[config.mk]
export PLATFORM = sky130hd
export DESIGN_NAME = switch_debounce_reg
export DESIGN_NICKNAME = d
export VERILOG_FILES = /design/src/rtl/switch_debounce_reg.sv
export SDC_FILE = /design/constraint.sdc
export NUM_CORES = 1
export LEC_CHECK = 0
export BUFFER_PORTS_ARGS = -buffer_cell sky130_fd_sc_hd__buf_2
export CORE_MARGIN = 5
export CORE_UTILIZATION = 55
export CTS_BUF_LIST = sky130_fd_sc_hd__clkbuf_8
export CTS_CLUSTER_SIZE = 10
export DETAILED_ROUTE_END_ITERATION = 16
export PLACE_DENSITY_LB_ADDON = 0.1
export RECOVER_POWER = 50
export SLEW_MARGIN = 20
export SYNTH_ARGS = -nofsm -noshare
export SYNTH_HDL_FRONTEND = slang
export SYNTH_SLANG_ARGS = --single-unit
[constraint.sdc]
create_clock -name clk_i -period 2.5 [get_ports clk_i]
set_input_delay 0.375 -clock clk_i [delete_from_list [all_inputs] [get_ports clk_i]]
set_output_delay 0.375 -clock clk_i [all_outputs]
set_load 0.02 [all_outputs]
[src/rtl/switch_debounce_reg.sv]
// Switch input register: 2-flop synchroniser, per-channel debounce counters,
// sticky change flags with interrupt. Build with SWITCHES_IRQ_EN for flags/irq.
module switch_debounce_reg #(
  parameter int WIDTH           = 16,
  parameter int DEBOUNCE_CYCLES = 10000,
  parameter int CNT_W           = $clog2(DEBOUNCE_CYCLES + 1)
) (
  input  logic              clk_i,
  input  logic              rst_n_i,
  input  logic [WIDTH-1:0]  sw_i,
  input  logic              we_i,
  input  logic [31:0]       wdata_i,
  output logic [31:0]       data_o,
  output logic [31:0]       change_o,
  output logic              irq_o
);

  localparam logic [CNT_W-1:0] CNT_MAX = CNT_W'(DEBOUNCE_CYCLES - 1);

  logic [WIDTH-1:0] sync1;
  logic [WIDTH-1:0] sync2;
  logic [WIDTH-1:0] stable;
  logic [WIDTH-1:0] upd;

  always_ff @(posedge clk_i or negedge rst_n_i) begin
    if (!rst_n_i) begin
      sync1 <= '0;
      sync2 <= '0;
    end else begin
      sync1 <= sw_i;
      sync2 <= sync1;
    end
  end

  for (genvar i = 0; i < WIDTH; i++) begin : g_ch
    logic             st;
    logic [CNT_W-1:0] cnt;

    // Counter only advances while the input disagrees with the accepted value,
    // and is cleared on acceptance, so it never exceeds CNT_MAX.
    always_ff @(posedge clk_i or negedge rst_n_i) begin
      if (!rst_n_i) begin
        st  <= 1'b0;
        cnt <= '0;
      end else if (sync2[i] == st) begin
        cnt <= '0;
      end else if (cnt == CNT_MAX) begin
        st  <= sync2[i];
        cnt <= '0;
      end else begin
        cnt <= cnt + 1'b1;
      end
    end

    assign stable[i] = st;
    assign upd[i]    = (sync2[i] != st) && (cnt == CNT_MAX);
  end

  always_comb begin
    data_o            = '0;
    data_o[WIDTH-1:0] = stable;
  end

`ifdef SWITCHES_IRQ_EN
  logic [WIDTH-1:0] chg;
  logic [WIDTH-1:0] clr;
  logic             unused_wdata;

  assign clr          = we_i ? wdata_i[WIDTH-1:0] : '0;
  assign unused_wdata = ^wdata_i;

  // Set has priority: a flag being cleared on the edge it is raised stays set.
  always_ff @(posedge clk_i or negedge rst_n_i) begin
    if (!rst_n_i) begin
      chg <= '0;
    end else begin
      chg <= (chg & ~clr) | upd;
    end
  end

  always_comb begin
    change_o            = '0;
    change_o[WIDTH-1:0] = chg;
  end

  assign irq_o = |chg;
`else
  logic unused_in;

  assign unused_in = ^{we_i, wdata_i, upd};
  assign change_o  = '0;
  assign irq_o     = 1'b0;
`endif

endmodule

==> metrics list <==
- In the routed design, unresolved DRC markers number 0.
* Leakage power summed over all cells: 0.00640 uW
- The HPWL after detailed placement is 14,200 microns.
* Master cell of the clock root buffer: sky130_fd_sc_hd__clkbuf_8
- Based on the critical path, the design can be clocked at up to 511 MHz.
- The critical path goes through or4b_1, or4_4, nand2_2, nor2_1.
- Xor and xnor area share after synthesis: 14.0%
* Port bufs: 33
- Final count of negative-setup-slack endpoints: 0
- Across all layers, the routed design uses 8,639 vias.
* Critical Path Source Type: flip-flop
- Synthesized-area fraction occupied by ao, oa, aoi and oai cells: 0%
* GRT Residual Overflow: 0
- In the synthesized netlist, the number of instances is 1,268.
* Number of antenna-violating nets in the routed design: 0
- By startpoint and endpoint, the worst setup path is classified as flip-flop to flip-flop.
- The worst-case IR drop observed on VDD is 0.000458 V.
* Worst-skew pair later-pin latency: 550 ps
* Primary FF master, synth: sky130_fd_sc_hd__dfrtp_1
- For this run, the number of Yosys warnings is 0.
* Layout Skew: 22.3 ps
- Entering global routing, the biggest net connects 72 pins.
* Share of post-route cells with drive strength above 1: 9.08%
* Overall die width: 164 microns
* Minimum period implied by the final worst setup slack: 1960 ps
- # diodes: 0
- The die covers 26,800 sq um.
- Number of synthesized flops with an enable pin: 0
- The first global-routing pass estimated 38,400 microns of wire.
* Number of antenna violations at the first check in global routing: 0
- Post-detailed-placement cell area: 13,300 sq um
- On the critical path, the stage with the largest delay is an instance of sky130_fd_sc_hd__or4_4.
* Detail-routed via count per cell: 5.13
- Simple-gate share of the synthesized area: 24.0%
- Sorting the synthesized cells by area gives the leading types as sky130_fd_sc_hd__dfrtp_1, sky130_fd_sc_hd__xnor2_1, sky130_fd_sc_hd__nor2_1.
- Sum of internal, switching and leakage power: 8940 uW
- Counting flops with an async set or reset pin after synthesis yields a share of 100%.
- Count of boundary I/O pins: 116
- Max-cap check violation count: 0
- For the pin with the worst max-slew slack, the measured transition is 1460 ps.
- Die boundary height: 164 microns
- The finished cells cover 14,400 sq um.
- Adder and majority gate portion of the synthesized area: 3.08%
* Share of the synthesized area in the top cell type: 52.3%
- The final hold violation count was 0.
- Via count of the first global-routing pass: 8,532
* Dominant combinational cell family by area after synthesis: simple AND/OR/NAND/NOR gates
- Worst slew margin relative to its limit: 2.62%
* Routed WL per cell: 12.9 microns
- Core ar.: 23,400 sq um
- For this run, the detailed router's first-pass iteration total came to 4.
- Averaged over all synthesized cells, the footprint is 10.3 sq um.
* Synthesis-stage register bit count: 272
- For this design, the sink count on the clock tree is 272.
* CP endpoint kind: flip-flop
- Number of library cell types mapped by synthesis: 28
- After synthesis, flip-flops and latches occupy 52.3% of the total area.
* Final GP Congestion: 0.837
- Initial core utilization: 55.6%
- Iter 0 DRT Violations: 508
- The longest clock path from root to sink contains 3 buffers.
- The cell area that synthesis handed to floorplanning was 13,000 sq um.
- TritonCTS clock tree: yes
- Data on the critical path is required at its endpoint by 2930 ps.
- After floorplanning, the core was divided into 56 placement rows.
- Total power density per cell area: 623 nW/um^2
- Relative to the synthesized area, the layout overhead comes to 10.3%.
- Detailed-route wire length: 21,700 microns
* Status: complete, no violations
* Total routing resource utilization after global routing: 16.6%
* Most area-hungry cell type in the Yosys netlist: sky130_fd_sc_hd__dfrtp_1
* Post-synth top cells: sky130_fd_sc_hd__dfrtp_1, sky130_fd_sc_hd__nor2_1, sky130_fd_sc_hd__xnor2_1
- The number of setup buffers added after CTS is 0.
* Final period utilization: 78.3%
- The final layout contains 1,417 nets.
- Clock H-tree levels: 2
* Type of the most critical hold path: flip-flop to flip-flop
- After synthesis, the share of cell area in mux cells is 1.44%.
* Delay contributed by the slowest stage of the critical path: 570 ps
- Number of clock buffers inserted by TritonCTS: 44
- Clock slew at the register clock pins of the worst setup and hold paths: 60 ps
- Slew Limit Fails: 0
* Leading cell type by number of instances after synthesis: sky130_fd_sc_hd__dfrtp_1
* Setup TNS: 0 ps
- Worst hold path depth: 0
- Logic depth of the worst register-to-register path: 4
- Setup repair after global routing missed its margin: false
- The number of gates resized after CTS was 0.
- Critical path arrival: 2390 ps
- Of all nets on the critical path, the largest fanout is 13.
-- worst paths after layout --
path / startpoint / end / slack (ps)
min: sync1[15] / sync2[15] / 340
min reg2reg: sync1[15] / sync2[15] / 340
max in group asynchronous: rst_n_i / g_ch[3].cnt[9] / 600
max: g_ch[14].cnt[11] / g_ch[14].cnt[12] / 540
max reg2reg: g_ch[14].cnt[11] / g_ch[14].cnt[12] / 540
min in group asynchronous: rst_n_i / g_ch[1].cnt[2] / 730
-- per-layer routing --
layer | global-route usage [%] | part of all wire (%) | up-vias
met3 | 3.81 | 4.8 | 47
li1 | - | - | 4330
met2 | 26.2 | 45 | 127
met5 | 0 | 0 | -
met1 | 23.1 | 48 | 4135
met4 | 5.11 | 2.2 | 0
-- flip-flops by register name, indices dropped and copies added, names as in the netlist --
signal	cells
sync1	16
g_ch.cnt	224
sync2	16
g_ch.st	16
-- critical path: cells and delay by family (launching register included) --
kind	cells	cell delay, ps
DFF	1	410
and+or+nand+nor	4	1420
-- area by class of cell --
type	count	area, sq um
clock buffers	57	785
multi-input cells	936	5720
repair buffers	55	405
flip-flops and latches	272	6810
clock inverters	20	143
fillers	2000	9050
well taps	319	399
inverters	25	93.8
-- metrics by stage --
step                      util [%]  instances  hold slack [ps]  setup slack (ps)
after floorplan                  -       1316             79.4               637
after global placement        56.7       1590              332               568
after detailed placement      56.7       1590              331               538
after CTS                     61.4       1684              334               521
after global routing          61.3       1684              353               258
final                         61.3       1684              343               543
-- power by group --
part           internal [uW]  total, uW  switching, uW
combinational            113        382            269
sequential              4490       4600            104
clock                   2250       3960           1710
-- cells by family (layout without fill, tap and decap cells) --
| kind of cell | count (synthesis) | count (layout) |
|---|---|---|
| AND/OR/NAND/NOR | 631 | 631 |
| flip-flops | 272 | 272 |
| XOR/XNOR | 208 | 208 |
| buffers and inverters | 108 | 157 |
| adder cells (fa/ha/maj) | 32 | 32 |
| multiplexers | 16 | 16 |
| other | 1 | 49 |
-- cell usage in the layout (no fill, tap or decap), types with 2 or more instances in the layout --
cell type,n
sky130_fd_sc_hd__and2_1,5
sky130_fd_sc_hd__and3_1,36
sky130_fd_sc_hd__and4_1,29
sky130_fd_sc_hd__buf_12,3
sky130_fd_sc_hd__buf_2,30
sky130_fd_sc_hd__bufinv_16,2
sky130_fd_sc_hd__clkbuf_1,2
sky130_fd_sc_hd__clkbuf_2,2
sky130_fd_sc_hd__clkbuf_8,57
sky130_fd_sc_hd__clkinv_2,6
sky130_fd_sc_hd__clkinvlp_4,2
sky130_fd_sc_hd__conb_1,49
sky130_fd_sc_hd__dfrtp_1,272
sky130_fd_sc_hd__dlygate4sd3_1,17
sky130_fd_sc_hd__ha_1,32
sky130_fd_sc_hd__inv_1,35
sky130_fd_sc_hd__mux2_2,14
sky130_fd_sc_hd__mux2_4,2
sky130_fd_sc_hd__nand2_1,68
sky130_fd_sc_hd__nand2_2,2
sky130_fd_sc_hd__nand3_1,72
sky130_fd_sc_hd__nand4_1,74
sky130_fd_sc_hd__nand4b_1,10
sky130_fd_sc_hd__nor2_1,248
sky130_fd_sc_hd__nor3_1,47
sky130_fd_sc_hd__nor4_1,31
sky130_fd_sc_hd__or3_1,2
sky130_fd_sc_hd__or4_4,2
sky130_fd_sc_hd__or4b_1,2
sky130_fd_sc_hd__xnor2_1,113
sky130_fd_sc_hd__xor2_1,95
-- timing repair --
| item | CTS | global route |
|---|---|---|
| hold buffers | 17 | 0 |
| hold endpoints to repair | 66 | 0 |
| setup endpoints to repair | 0 | 0 |
No activity file was read; power rests on OpenSTA's default activity.
